<file path="src/rtl/rs_dec_error_locator.sv">
// Single-error locator for the C1 RS(32,28) decoder: classifies a frame from its syndromes and
// runs a Chien-style search for the error byte. Optional counters are enabled by RS_DEC_STATS_EN.
module rs_dec_error_locator #(
    parameter int unsigned N       = 32,
    parameter logic [8:0]  GF_POLY = 9'h11D
) (
    input  logic       i_clk,
    input  logic       i_res,
    input  logic       i_start,
    input  logic [7:0] i_s0,
    input  logic [7:0] i_s1,
    input  logic [7:0] i_s2,
    input  logic [7:0] i_s3,
    output logic       o_busy,
    output logic       o_done,
    output logic       o_no_error,
    output logic       o_corrected,
    output logic       o_uncorrectable,
    output logic [4:0] o_pos,
    output logic [7:0] o_mag,
    output logic       o_overrun
`ifdef RS_DEC_STATS_EN
    ,
    input  logic        i_cnt_clr,
    output logic [15:0] o_cnt_corr,
    output logic [15:0] o_cnt_unc
`endif
);

    localparam int unsigned DW    = 5;
    localparam int unsigned SW    = 8;
    localparam logic [SW-1:0] RED = GF_POLY[SW-1:0];
    localparam logic [DW-1:0] DMAX = DW'(N - 1);

    typedef enum logic {IDLE, SEARCH} state_t;

    state_t        state_q, state_d;
    logic [DW-1:0] d_q, d_d;
    logic [SW-1:0] x_q, x_d, y_q, y_d, z_q, z_d, w_q, w_d, s0_q, s0_d;
    logic          busy_d, done_d, none_d, corr_d, unc_d, ovr_d;
    logic [DW-1:0] pos_d;
    logic [SW-1:0] mag_d;
    logic          is_none, is_unc0, is_match;

    function automatic logic [SW-1:0] mul_a(input logic [SW-1:0] v);
        return {v[SW-2:0], 1'b0} ^ (v[SW-1] ? RED : SW'(0));
    endfunction

    // s_j = e*a^(j*k): scaling x by a^3, y by a^2, z by a per step makes all four equal e*a^(3k) at d == k
    assign is_none  = (d_q == '0) && (x_q == '0) && (y_q == '0) && (z_q == '0) && (w_q == '0);
    assign is_unc0  = (d_q == '0) && (x_q == '0) && !is_none;
    assign is_match = (x_q != '0) && (x_q == y_q) && (y_q == z_q) && (z_q == w_q);

    always_comb begin
        state_d = state_q;
        d_d     = d_q;
        x_d     = x_q;
        y_d     = y_q;
        z_d     = z_q;
        w_d     = w_q;
        s0_d    = s0_q;
        busy_d  = o_busy;
        done_d  = 1'b0;
        ovr_d   = 1'b0;
        none_d  = o_no_error;
        corr_d  = o_corrected;
        unc_d   = o_uncorrectable;
        pos_d   = o_pos;
        mag_d   = o_mag;
        if (i_start) begin
            // a new frame always wins, including over a decision made this cycle
            x_d     = i_s0;
            y_d     = i_s1;
            z_d     = i_s2;
            w_d     = i_s3;
            s0_d    = i_s0;
            d_d     = '0;
            state_d = SEARCH;
            busy_d  = 1'b1;
            ovr_d   = (state_q == SEARCH);
        end else if (state_q == SEARCH) begin
            if (is_none || is_unc0 || is_match || (d_q == DMAX)) begin
                state_d = IDLE;
                busy_d  = 1'b0;
                done_d  = 1'b1;
                none_d  = is_none;
                corr_d  = !is_none && !is_unc0 && is_match;
                unc_d   = !is_none && (is_unc0 || !is_match);
                pos_d   = corr_d ? (DMAX - d_q) : '0;
                mag_d   = corr_d ? s0_q : '0;
            end else begin
                x_d = mul_a(mul_a(mul_a(x_q)));
                y_d = mul_a(mul_a(y_q));
                z_d = mul_a(z_q);
                d_d = d_q + DW'(1);
            end
        end
    end

    always_ff @(posedge i_clk or posedge i_res) begin
        if (i_res) begin
            state_q         <= IDLE;
            d_q             <= '0;
            x_q             <= '0;
            y_q             <= '0;
            z_q             <= '0;
            w_q             <= '0;
            s0_q            <= '0;
            o_busy          <= 1'b0;
            o_done          <= 1'b0;
            o_no_error      <= 1'b0;
            o_corrected     <= 1'b0;
            o_uncorrectable <= 1'b0;
            o_pos           <= '0;
            o_mag           <= '0;
            o_overrun       <= 1'b0;
        end else begin
            state_q         <= state_d;
            d_q             <= d_d;
            x_q             <= x_d;
            y_q             <= y_d;
            z_q             <= z_d;
            w_q             <= w_d;
            s0_q            <= s0_d;
            o_busy          <= busy_d;
            o_done          <= done_d;
            o_no_error      <= none_d;
            o_corrected     <= corr_d;
            o_uncorrectable <= unc_d;
            o_pos           <= pos_d;
            o_mag           <= mag_d;
            o_overrun       <= ovr_d;
        end
    end

`ifdef RS_DEC_STATS_EN
    localparam int unsigned CW = 16;

    // saturating frame counters; a clear pulse overrides a coincident increment
    always_ff @(posedge i_clk or posedge i_res) begin
        if (i_res) begin
            o_cnt_corr <= '0;
            o_cnt_unc  <= '0;
        end else if (i_cnt_clr) begin
            o_cnt_corr <= '0;
            o_cnt_unc  <= '0;
        end else if (done_d) begin
            if (corr_d && (o_cnt_corr != '1)) o_cnt_corr <= o_cnt_corr + CW'(1);
            if (unc_d && (o_cnt_unc != '1))   o_cnt_unc  <= o_cnt_unc + CW'(1);
        end
    end
`endif

endmodule

</file>
<file path="config.mk">
export PLATFORM = sky130hd
export DESIGN_NAME = rs_dec_error_locator
export DESIGN_NICKNAME = d
export VERILOG_FILES = /design/src/rtl/rs_dec_error_locator.sv
export SDC_FILE = /design/constraint.sdc
export NUM_CORES = 1
export LEC_CHECK = 0
export ABC_CLOCK_PERIOD_IN_PS = 6000
export CAP_MARGIN = 20
export CORE_MARGIN = 2
export CORE_UTILIZATION = 57
export DETAILED_ROUTE_END_ITERATION = 10
export PLACE_DENSITY = 0.84
export RECOVER_POWER = 50
export SLEW_MARGIN = 10
export SYNTH_ARGS = -nofsm -noshare
export SYNTH_HDL_FRONTEND = slang
export SYNTH_SLANG_ARGS = --single-unit
</file>
<file path="constraint.sdc">
create_clock -name i_clk -period 6 [get_ports i_clk]
set_clock_uncertainty 0.15 [all_clocks]
set_input_delay 1.5 -clock i_clk [delete_from_list [all_inputs] [get_ports i_clk]]
set_output_delay 1.5 -clock i_clk [all_outputs]
set_load 0.01 [all_outputs]
</file>
==> results of run 1 <==
## cell families (layout without fill, tap and decap cells)
family | count (synthesis) | in the layout | synth area share [%]
AOI/OAI and AO/OA | 85 | 85 | 20.1
xor gates and xnor gates | 20 | 20 | 5.43
adders and majority gates | 3 | 3 | 1.16
buffers and inverters | 37 | 83 | 4.70
DFF | 65 | 65 | 50.4
muxes | 8 | 8 | 2.79
and+or+nand+nor | 94 | 94 | 15.3
## state kept, by name, summed over array words and instances, names as in the netlist, 5 cells and up
register,cells
y_q,8
x_q,8
w_q,8
z_q,8
o_pos,5
d_q,5
s0_q,8
o_mag,8
## cell type report
type | instances | area (um2) | share of cell area (%)
sequential | 65 | 1630 | 40.6
clock buffer | 10 | 128 | 3.18
inverter | 10 | 37.5 | 0.936
multi-input combinational | 210 | 1450 | 36.1
tap | 72 | 90.1 | 2.25
timing repair buffer | 57 | 552 | 13.8
clock inverter | 6 | 130 | 3.24
## placed cells by master, fill, tap and decap left out, types with 4 or more instances in the layout
cell type / n
a21oi_1: 4
a221o_1: 5
a22o_1: 4
a2bb2oi_1: 13
a31oi_1: 4
a41oi_1: 8
bufinv_16: 4
clkbuf_8: 9
clkdlybuf4s50_1: 51
dfrtp_1: 65
inv_1: 9
mux2_2: 8
nand2_1: 30
nand3_1: 8
nand4_1: 6
nor2_1: 8
nor2b_1: 5
nor4_1: 10
o211ai_1: 4
o21ai_0: 17
o2bb2ai_1: 8
or3_1: 8
or4_1: 4
xnor2_1: 15
xor2_1: 5
## worst min-delay path, cell delays in order (launching register included)
cell     delay [ps]
dfrtp_1         320
nand2_1          60
nand2_1          60
## stage by stage
stage / hold WS (ps) / power, uW
2_1_floorplan: 286 / 688
3_3_place_gp: 299 / 754
3_5_place_dp: 310 / 762
4_1_cts: 327 / 1250
5_1_grt: 349 / 1300
6_report: 326 / 1250
## routing by layer
layer | up-vias | part of all wire [%] | global-route usage, %
met4 | 0 | 1.9 | 9.83
met5 | - | 0 | 0
li1 | 1245 | - | -
met3 | 22 | 7.2 | 8.18
met1 | 1358 | 42 | 37.5
met2 | 117 | 49 | 43.4
## report_power, final
part | internal (uW) | switching [uW] | leakage (uW)
logic | 116 | 89.3 | 0.000715
registers | 485 | 70.3 | 0.000795
clock network | 317 | 174 | 0.000130
total | 918 | 334 | 0.00164
## worst max-delay path by stage
stage            from  endpoint  slack, ps  cells after the start
5_1_grt        d_q[0]    x_q[2]       2110                      7
3_5_place_dp   d_q[0]    x_q[2]       2450                      7
6_report       d_q[0]    z_q[2]       2370                      7
3_3_place_gp   d_q[0]    y_q[2]       2650                      7
2_1_floorplan   i_res    d_q[0]       2720                      1
4_1_cts        d_q[0]    x_q[2]       2460                      7
==> impl_metrics.tcl, run 1 <==
set metrics [dict create \
    outcome "complete, no violations" \
    end_kind "flop" \
    synth_seq_cells 65 \
    rsz0062_at_grt "false" \
    crit_path_start_kind "flop" \
    cp_top_family "simple AND/OR/NAND/NOR gates" \
    peakVddDrop_mv 0.191 \
    drc 0 \
    cts-resized-gates 0 \
    grt_pass1_wl_mm 13.3 \
    drive_gt1_share_pct 8.10 \
    fmax_mhz 275 \
    crit_required_ps 6090 \
    drtIter0Drc 386 \
    yosysSeqAreaShare_pct 50.4 \
    io_buffers 53 \
    grt_pass1_vias 2671 \
    rows 27 \
    syn_avg_cell_area_um2 10.3 \
    fin_cells 430 \
    synth_common_cells "dfrtp_1 (65), nand2_1 (30), clkbuf_1 (20), o21ai_0 (17), xnor2_1 (15)" \
    ant_nets 0 \
    powerDensity_nw_per_um2 312 \
    grt_overflow 0 \
    slew-limit-headroom_pct 9.67 \
    r2r-start "d_q[0]" \
    leakage_uw 0.00164 \
    syn_nets 350 \
    grt_max_degree 66 \
    dp.cells 414 \
    min_from "s0_q[5]" \
    final.fill_count 412 \
    worst_pin_slew_ps 1350 \
    core_um2 5470 \
    num-nets-final 391 \
    drt_wl_total_mm 8.03 \
    setup_viol 0 \
    worst_slack_ps 2370 \
    start_util_pct 58.9 \
    diodes 0 \
    clockBufferDepth 2 \
    clockRootBuffer "clkbuf_8" \
    dpl_cell_area_um2 3760 \
    preCtsSetupSlack_ps 2450 \
    ys.flop_type "dfrtp_1" \
    dp_hpwl_mm 4.99 \
    synth_area_um2 3220 \
    cts_buffers 9 \
    post-cts-setup-buffers 0 \
    slew_violations 0 \
    worstHoldPathType "flop to flop" \
    synth_area_leaders "dfrtp_1 (50%), xnor2_1 (4.1%), a2bb2oi_1 (3.5%)" \
    period_needed_ps 3630 \
    routabilityCongestion 0.874 \
    reg2reg_slack_ps 2370 \
    grt_usage_pct 27.9 \
    final_util_pct 73.3 \
    yosysWarnings 0 \
    yosysTopAreaCellShare_pct 50.4 \
    arrival_ps 3730 \
    htreeDepth 3 \
    syn_inst 312 \
    yosysTopAreaCell "dfrtp_1" \
    post-route-period-util_pct 60.5 \
    clkSlewWorstSetupHoldPaths_ps 70 \
    async_flop_share_pct 100 \
    cts.sinks 65 \
    setup_tns_ps 0 \
    wl_per_cell_um 18.7 \
    crit_buf_inv 1 \
    dieHeight_um 79.2 \
    post-synth-top-count-cell "dfrtp_1" \
    max_stage_delay_ps 830 \
    cts_tree "built" \
    hold_end "s0_q[5]" \
    fin_area_um2 4010 \
    firstDrtPassIters 5 \
    syn_to_final_growth_pct 24.4 \
    clk_latency_ps 360 \
    hold_viol 0 \
    cp_max_fo 31 \
    critical_path_class "flop to flop" \
    drv_cap 0 \
    synth_edf_count 0 \
    viasPerCell 6.38 \
    dr_total_vias 2742 \
    die_area_um2 6270 \
    reg2reg_depth 7 \
    yosysUniqueCellTypes 45 \
    die-width_um 79.2 \
    ios 54 \
    r2r-end "z_q[2]" \
    antenna_found_initial 0 \
    worstPathCellList "inv_1 -> ha_1 -> nor4b_1 -> and3_1 -> nor2_1 -> nand3_1 -> a311o_1" \
    crit_path_top_delay_cell "nor2_1" \
    ctsHoldBuffers 0 \
    hold_depth 2 \
]
Note: power is estimated with default switching activity, not from simulation.
==> inputs of run 2 (changes only) <==
--- a/config.mk
+++ b/config.mk
@@ -5,12 +5,12 @@
 export SDC_FILE = /design/constraint.sdc
 export NUM_CORES = 1
 export LEC_CHECK = 0
-export ABC_CLOCK_PERIOD_IN_PS = 6000
+export ABC_CLOCK_PERIOD_IN_PS = 3500
 export CAP_MARGIN = 20
 export CORE_MARGIN = 2
-export CORE_UTILIZATION = 57
+export CORE_UTILIZATION = 53
 export DETAILED_ROUTE_END_ITERATION = 10
-export PLACE_DENSITY = 0.84
+export PLACE_DENSITY = 0.79
 export RECOVER_POWER = 50
 export SLEW_MARGIN = 10
 export SYNTH_ARGS = -nofsm -noshare
==> constraint.sdc (replaced) <==
create_clock -name i_clk -period 3.5 [get_ports i_clk]
set_clock_uncertainty 0.15 [all_clocks]
set_input_delay 0.875 -clock i_clk [delete_from_list [all_inputs] [get_ports i_clk]]
set_output_delay 0.875 -clock i_clk [all_outputs]
set_load 0.01 [all_outputs]
==> run 2 against run 1 <==
- first-iteration DRC count down 40%
- non-clock buffer count up 4
- sequential power up 71%
- sequential share of layout area up 0.45 points
- global-route usage down 2.3 points
- power up 54%
- critical endpoint is now x_q[6]
- highest routed layer unchanged
==> impl_metrics.tcl, run 2 (same netlist as run 1, synthesis figures left out) <==
set metrics [dict create \
    outcome "complete, no violations" \
    ctsHoldBuffers 0 \
    rows 28 \
    ant_nets 0 \
    clock_power_share_pct 32.4 \
    crit_path_start_kind "flop" \
    rsz0062_at_grt "false" \
    post-route-period-util_pct 89.1 \
    cp_top_family "simple AND/OR/NAND/NOR gates" \
    dieHeight_um 82.0 \
    grt_pass1_vias 2637 \
    routabilityCongestion 0.962 \
    worstHoldPathType "flop to flop" \
    grt_overflow 0 \
    dr_total_vias 2755 \
    die_area_um2 6720 \
    clockRootBuffer "clkbuf_8" \
    final.fill_count 485 \
    io_buffers 53 \
    grt_max_degree 41 \
    crit_required_ps 3560 \
    post-cts-setup-buffers 0 \
    setup_viol 0 \
    syn_to_final_growth_pct 23.0 \
    critical_path_class "flop to flop" \
    peakVddDrop_mv 0.327 \
    die-width_um 82.0 \
    powerDensity_nw_per_um2 485 \
    slew-limit-headroom_pct 7.73 \
    cp_max_fo 18 \
    core_um2 5890 \
    setup_tns_ps 0 \
    arrival_ps 3180 \
    worstPathCellList "nor4_1 -> a22oi_1 -> nand3_1 -> or2_1 -> nand3_1 -> o311ai_0" \
    pwr-share-seq_pct 49.3 \
    clkSlewWorstSetupHoldPaths_ps 70 \
    p_total_uw 1930 \
    dp.cells 421 \
    reg2reg_depth 6 \
    num-nets-final 395 \
    crit_buf_inv 0 \
    clk_latency_ps 340 \
    drtIter0Drc 233 \
    dp_hpwl_mm 5.34 \
    swShare_pct 28.4 \
    max_stage_delay_ps 570 \
    drv_cap 0 \
    crit_cells 6 \
    cts.sinks 65 \
    drc 0 \
    r2r-end "x_q[6]" \
    start_util_pct 54.8 \
    hold_viol 0 \
    dpl_cell_area_um2 3790 \
    firstDrtPassIters 5 \
    worst_pin_slew_ps 1380 \
    p_sw_uw 547 \
    viasPerCell 6.30 \
    r2r-start "x_q[7]" \
    end_kind "flop" \
    hold_depth 2 \
    reg2reg_slack_ps 380 \
    p_comb_share_pct 18.3 \
    htreeDepth 3 \
    slew_violations 0 \
    fin_cells 437 \
    crit_path_top_delay_cell "nand3_1" \
    min_from "s0_q[6]" \
    drt_wl_total_mm 7.88 \
    grt_pass1_wl_mm 13.0 \
    drive_gt1_share_pct 7.73 \
    final_cell_mix "dfrtp_1 (65), clkdlybuf4s50_1 (51), nand2_1 (30)" \
    fmax_mhz 320 \
    diodes 0 \
    hold_end "s0_q[6]" \
    p_int_uw 1380 \
    ios 54 \
    cts_buffers 9 \
    grt_usage_pct 25.7 \
    clockBufferDepth 2 \
    cts-resized-gates 0 \
    fin_area_um2 3970 \
    leakage_uw 0.00162 \
    cts_tree "built" \
    antenna_found_initial 0 \
    wl_per_cell_um 18.0 \
    crit_top_cell "nand3_1" \
    period_needed_ps 3120 \
    final_common_cell "dfrtp_1" \
]
## run 2: worst register-to-register path, cell delays in order, from the launching register on
cell	delay [ps]
dfrtp_1	500
nor4_1	480
a22oi_1	120
nand3_1	140
or2_1	490
nand3_1	580
o311ai_0	540
## run 2: final cells by class
type	instances	area [um2]	share of cell area, %
clock buffer	13	149	3.75
clock inverter	3	40.0	1.01
tap	75	93.8	2.37
inverter	10	37.5	0.946
multi-input combinational	210	1450	36.5
timing repair buffer	61	573	14.4
sequential	65	1630	41.0
## run 2: per-layer routing
| metal | vias up | global-route usage (%) | part of all wire, % |
|---|---|---|---|
| met5 | - | 0 | 0 |
| met4 | 0 | 11.2 | 2.3 |
| met3 | 20 | 4.62 | 6.6 |
| met2 | 130 | 38.9 | 46 |
| met1 | 1349 | 36.1 | 45 |
| li1 | 1256 | - | - |
## run 2: how the worst max path moves through the flow
stage | endpoint | from | slack (ps)
2_1_floorplan | d_q[0] | i_res | 850
3_3_place_gp | z_q[3] | x_q[7] | 670
3_5_place_dp | x_q[6] | x_q[7] | 500
4_1_cts | z_q[2] | x_q[7] | 470
5_1_grt | z_q[2] | i_res | 160
6_report | x_q[6] | x_q[7] | 380
## run 2: power groups by stage
stage,Clock [uW],Sequential (uW),Combinational (uW)
2_1_floorplan,0,906,274
3_3_place_gp,0,953,345
3_5_place_dp,0,957,353
4_1_cts,634,944,355
5_1_grt,668,962,391
6_report,624,949,352
## run 2: through the flow
step,worst slack (ps),util [%],hold slack [ps]
after CTS,471,67.6,321
final,380,67.4,322
after floorplan,849,-,286
after global routing,164,67.4,348
after detailed placement,500,64.4,305
after global placement,665,64.4,298
==> inputs of run 3 (changes only) <==
--- a/config.mk
+++ b/config.mk
@@ -10,6 +10,7 @@
 export CORE_MARGIN = 2
 export CORE_UTILIZATION = 53
 export DETAILED_ROUTE_END_ITERATION = 10
+export MAX_ROUTING_LAYER = met4
 export PLACE_DENSITY = 0.79
 export RECOVER_POWER = 50
 export SLEW_MARGIN = 10
==> run 3 against run 2 <==
- fmax decreased by 4.8%
- wire length rose by 2.7%
- largest power group unchanged
- clock power increased by 12%
- sequential share of layout area is 0.21 points lower
- combinational power barely moved
==> impl_metrics.tcl, run 3 (same netlist as run 1, synthesis figures left out) <==
set metrics [dict create \
    dp_hpwl_mm 5.38 \
    min_from "s0_q[5]" \
    setup_tns_ps 0 \
    rows 28 \
    p_sw_uw 548 \
    peakVddDrop_mv 0.326 \
    ios 54 \
    cp_max_fo 18 \
    routabilityCongestion 0.963 \
    p_total_uw 2000 \
    dr_total_vias 2705 \
    powerDensity_nw_per_um2 501 \
    io_buffers 53 \
    grt_usage_pct 27.4 \
    core_um2 5890 \
    htreeDepth 3 \
    die_area_um2 6720 \
    p_int_uw 1450 \
    whs_ps 317 \
    crit_path_start_kind "flop" \
    grt_pass1_vias 2643 \
    hold_viol 0 \
    drt_wl_total_mm 8.09 \
    drtIter0Drc 212 \
    grt_overflow 0 \
    r2r-end "x_q[6]" \
    clk_latency_ps 360 \
    timing.critical_path.to "x_q[6]" \
    final_cell_mix "dfrtp_1 (65), clkdlybuf4s50_1 (51), nand2_1 (30)" \
    drv_cap 0 \
    slew_violations 0 \
    diodes 0 \
    arrival_ps 3340 \
    multiInputGateArea_um2 1450 \
    post-cts-setup-buffers 0 \
    seqCellArea_um2 1630 \
    num-nets-final 395 \
    antenna_found_initial 0 \
    slew-limit-headroom_pct 6.89 \
    cts.sinks 65 \
    ant_nets 0 \
    final.fill_count 458 \
    viasPerCell 6.20 \
    grt_max_degree 60 \
    crit_required_ps 3570 \
    firstDrtPassIters 5 \
    final_common_cell "dfrtp_1" \
    fmax_mhz 305 \
    period_needed_ps 3280 \
    worst_pin_slew_ps 1400 \
    p_comb_share_pct 17.5 \
    clock_power_share_pct 34.9 \
    cts_tree "built" \
    r2r-start "x_q[7]" \
    critPathLaunch "x_q[7]" \
    reg2reg_depth 6 \
    die-width_um 82.0 \
    end_kind "flop" \
    worstHoldPathType "flop to flop" \
    grt_pass1_wl_mm 13.2 \
    cts_buffers 9 \
    post-route-period-util_pct 93.6 \
    rsz0062_at_grt "false" \
    clkSlewWorstSetupHoldPaths_ps 70 \
    clockBufferDepth 2 \
    leakage_uw 0.00163 \
    outcome "complete, no violations" \
    setup_viol 0 \
    cts-resized-gates 0 \
    wl_per_cell_um 18.6 \
    drc 0 \
    pwr-share-seq_pct 47.6 \
    ctsHoldBuffers 0 \
    syn_to_final_growth_pct 23.6 \
    critical_path_class "flop to flop" \
    dieHeight_um 82.0 \
    clockRootBuffer "clkbuf_8" \
    reg2reg_slack_ps 220 \
    start_util_pct 54.8 \
    drive_gt1_share_pct 8.03 \
    swShare_pct 27.5 \
]
## run 3: cell types whose count changed in the layout (fill, tap and decap cells not counted), sizes merged
cell / before / now
bufinv: 1 / 2
clkbuf: 17 / 16
clkinv: 2 / 1
## run 3: worst min-delay path by stage
stage	endpoint	slack, ps	cells after the start
2_1_floorplan	s0_q[7]	290	2
3_3_place_gp	s0_q[6]	300	2
3_5_place_dp	s0_q[5]	310	2
4_1_cts	s0_q[5]	320	2
5_1_grt	s0_q[1]	350	2
6_report	s0_q[5]	320	2
## run 3: stage by stage
step / instances / cell area (um2) / util [%] / setup slack [ps]
4_1_cts: 436 / 4000 / 68.0 / 348
3_3_place_gp: 421 / 3790 / 64.4 / 608
5_1_grt: 436 / 3990 / 67.7 / 40.3
2_1_floorplan: 312 / 3220 / - / 849
3_5_place_dp: 421 / 3790 / 64.4 / 385
6_report: 436 / 3990 / 67.7 / 223
## run 3: worst max-delay path: stages, from the launching register on
cell	delay, ps
dfrtp_1	500
nor4_1	470
a22oi_1	140
nand3_1	140
or2_1	510
nand3_1	650
o311ai_0	580
## run 3: layer usage
layer	track usage, %	vias up	share of wire [%]
met5	-	-	0
met4	13.2	0	2.2
met3	4.84	18	6.3
met2	39.7	112	48
met1	37.4	1326	44
li1	-	1249	-
## run 3: power groups by stage
| stage | registers, uW | clock network [uW] | logic, uW |
|---|---|---|---|
| floorplan | 906 | 0 | 274 |
| global route | 961 | 739 | 383 |
| detailed placement | 958 | 0 | 350 |
| finish | 950 | 697 | 349 |
| global placement | 952 | 0 | 345 |
| CTS | 945 | 708 | 351 |
## run 3: layout make-up
type	instances	share of cell area, %
repair buffers	61	14.3
inverters	10	0.942
clock buffers	12	3.64
flip-flops and latches	65	40.8
multi-input cells	210	36.3
clock inverters	3	1.63
well taps	75	2.35
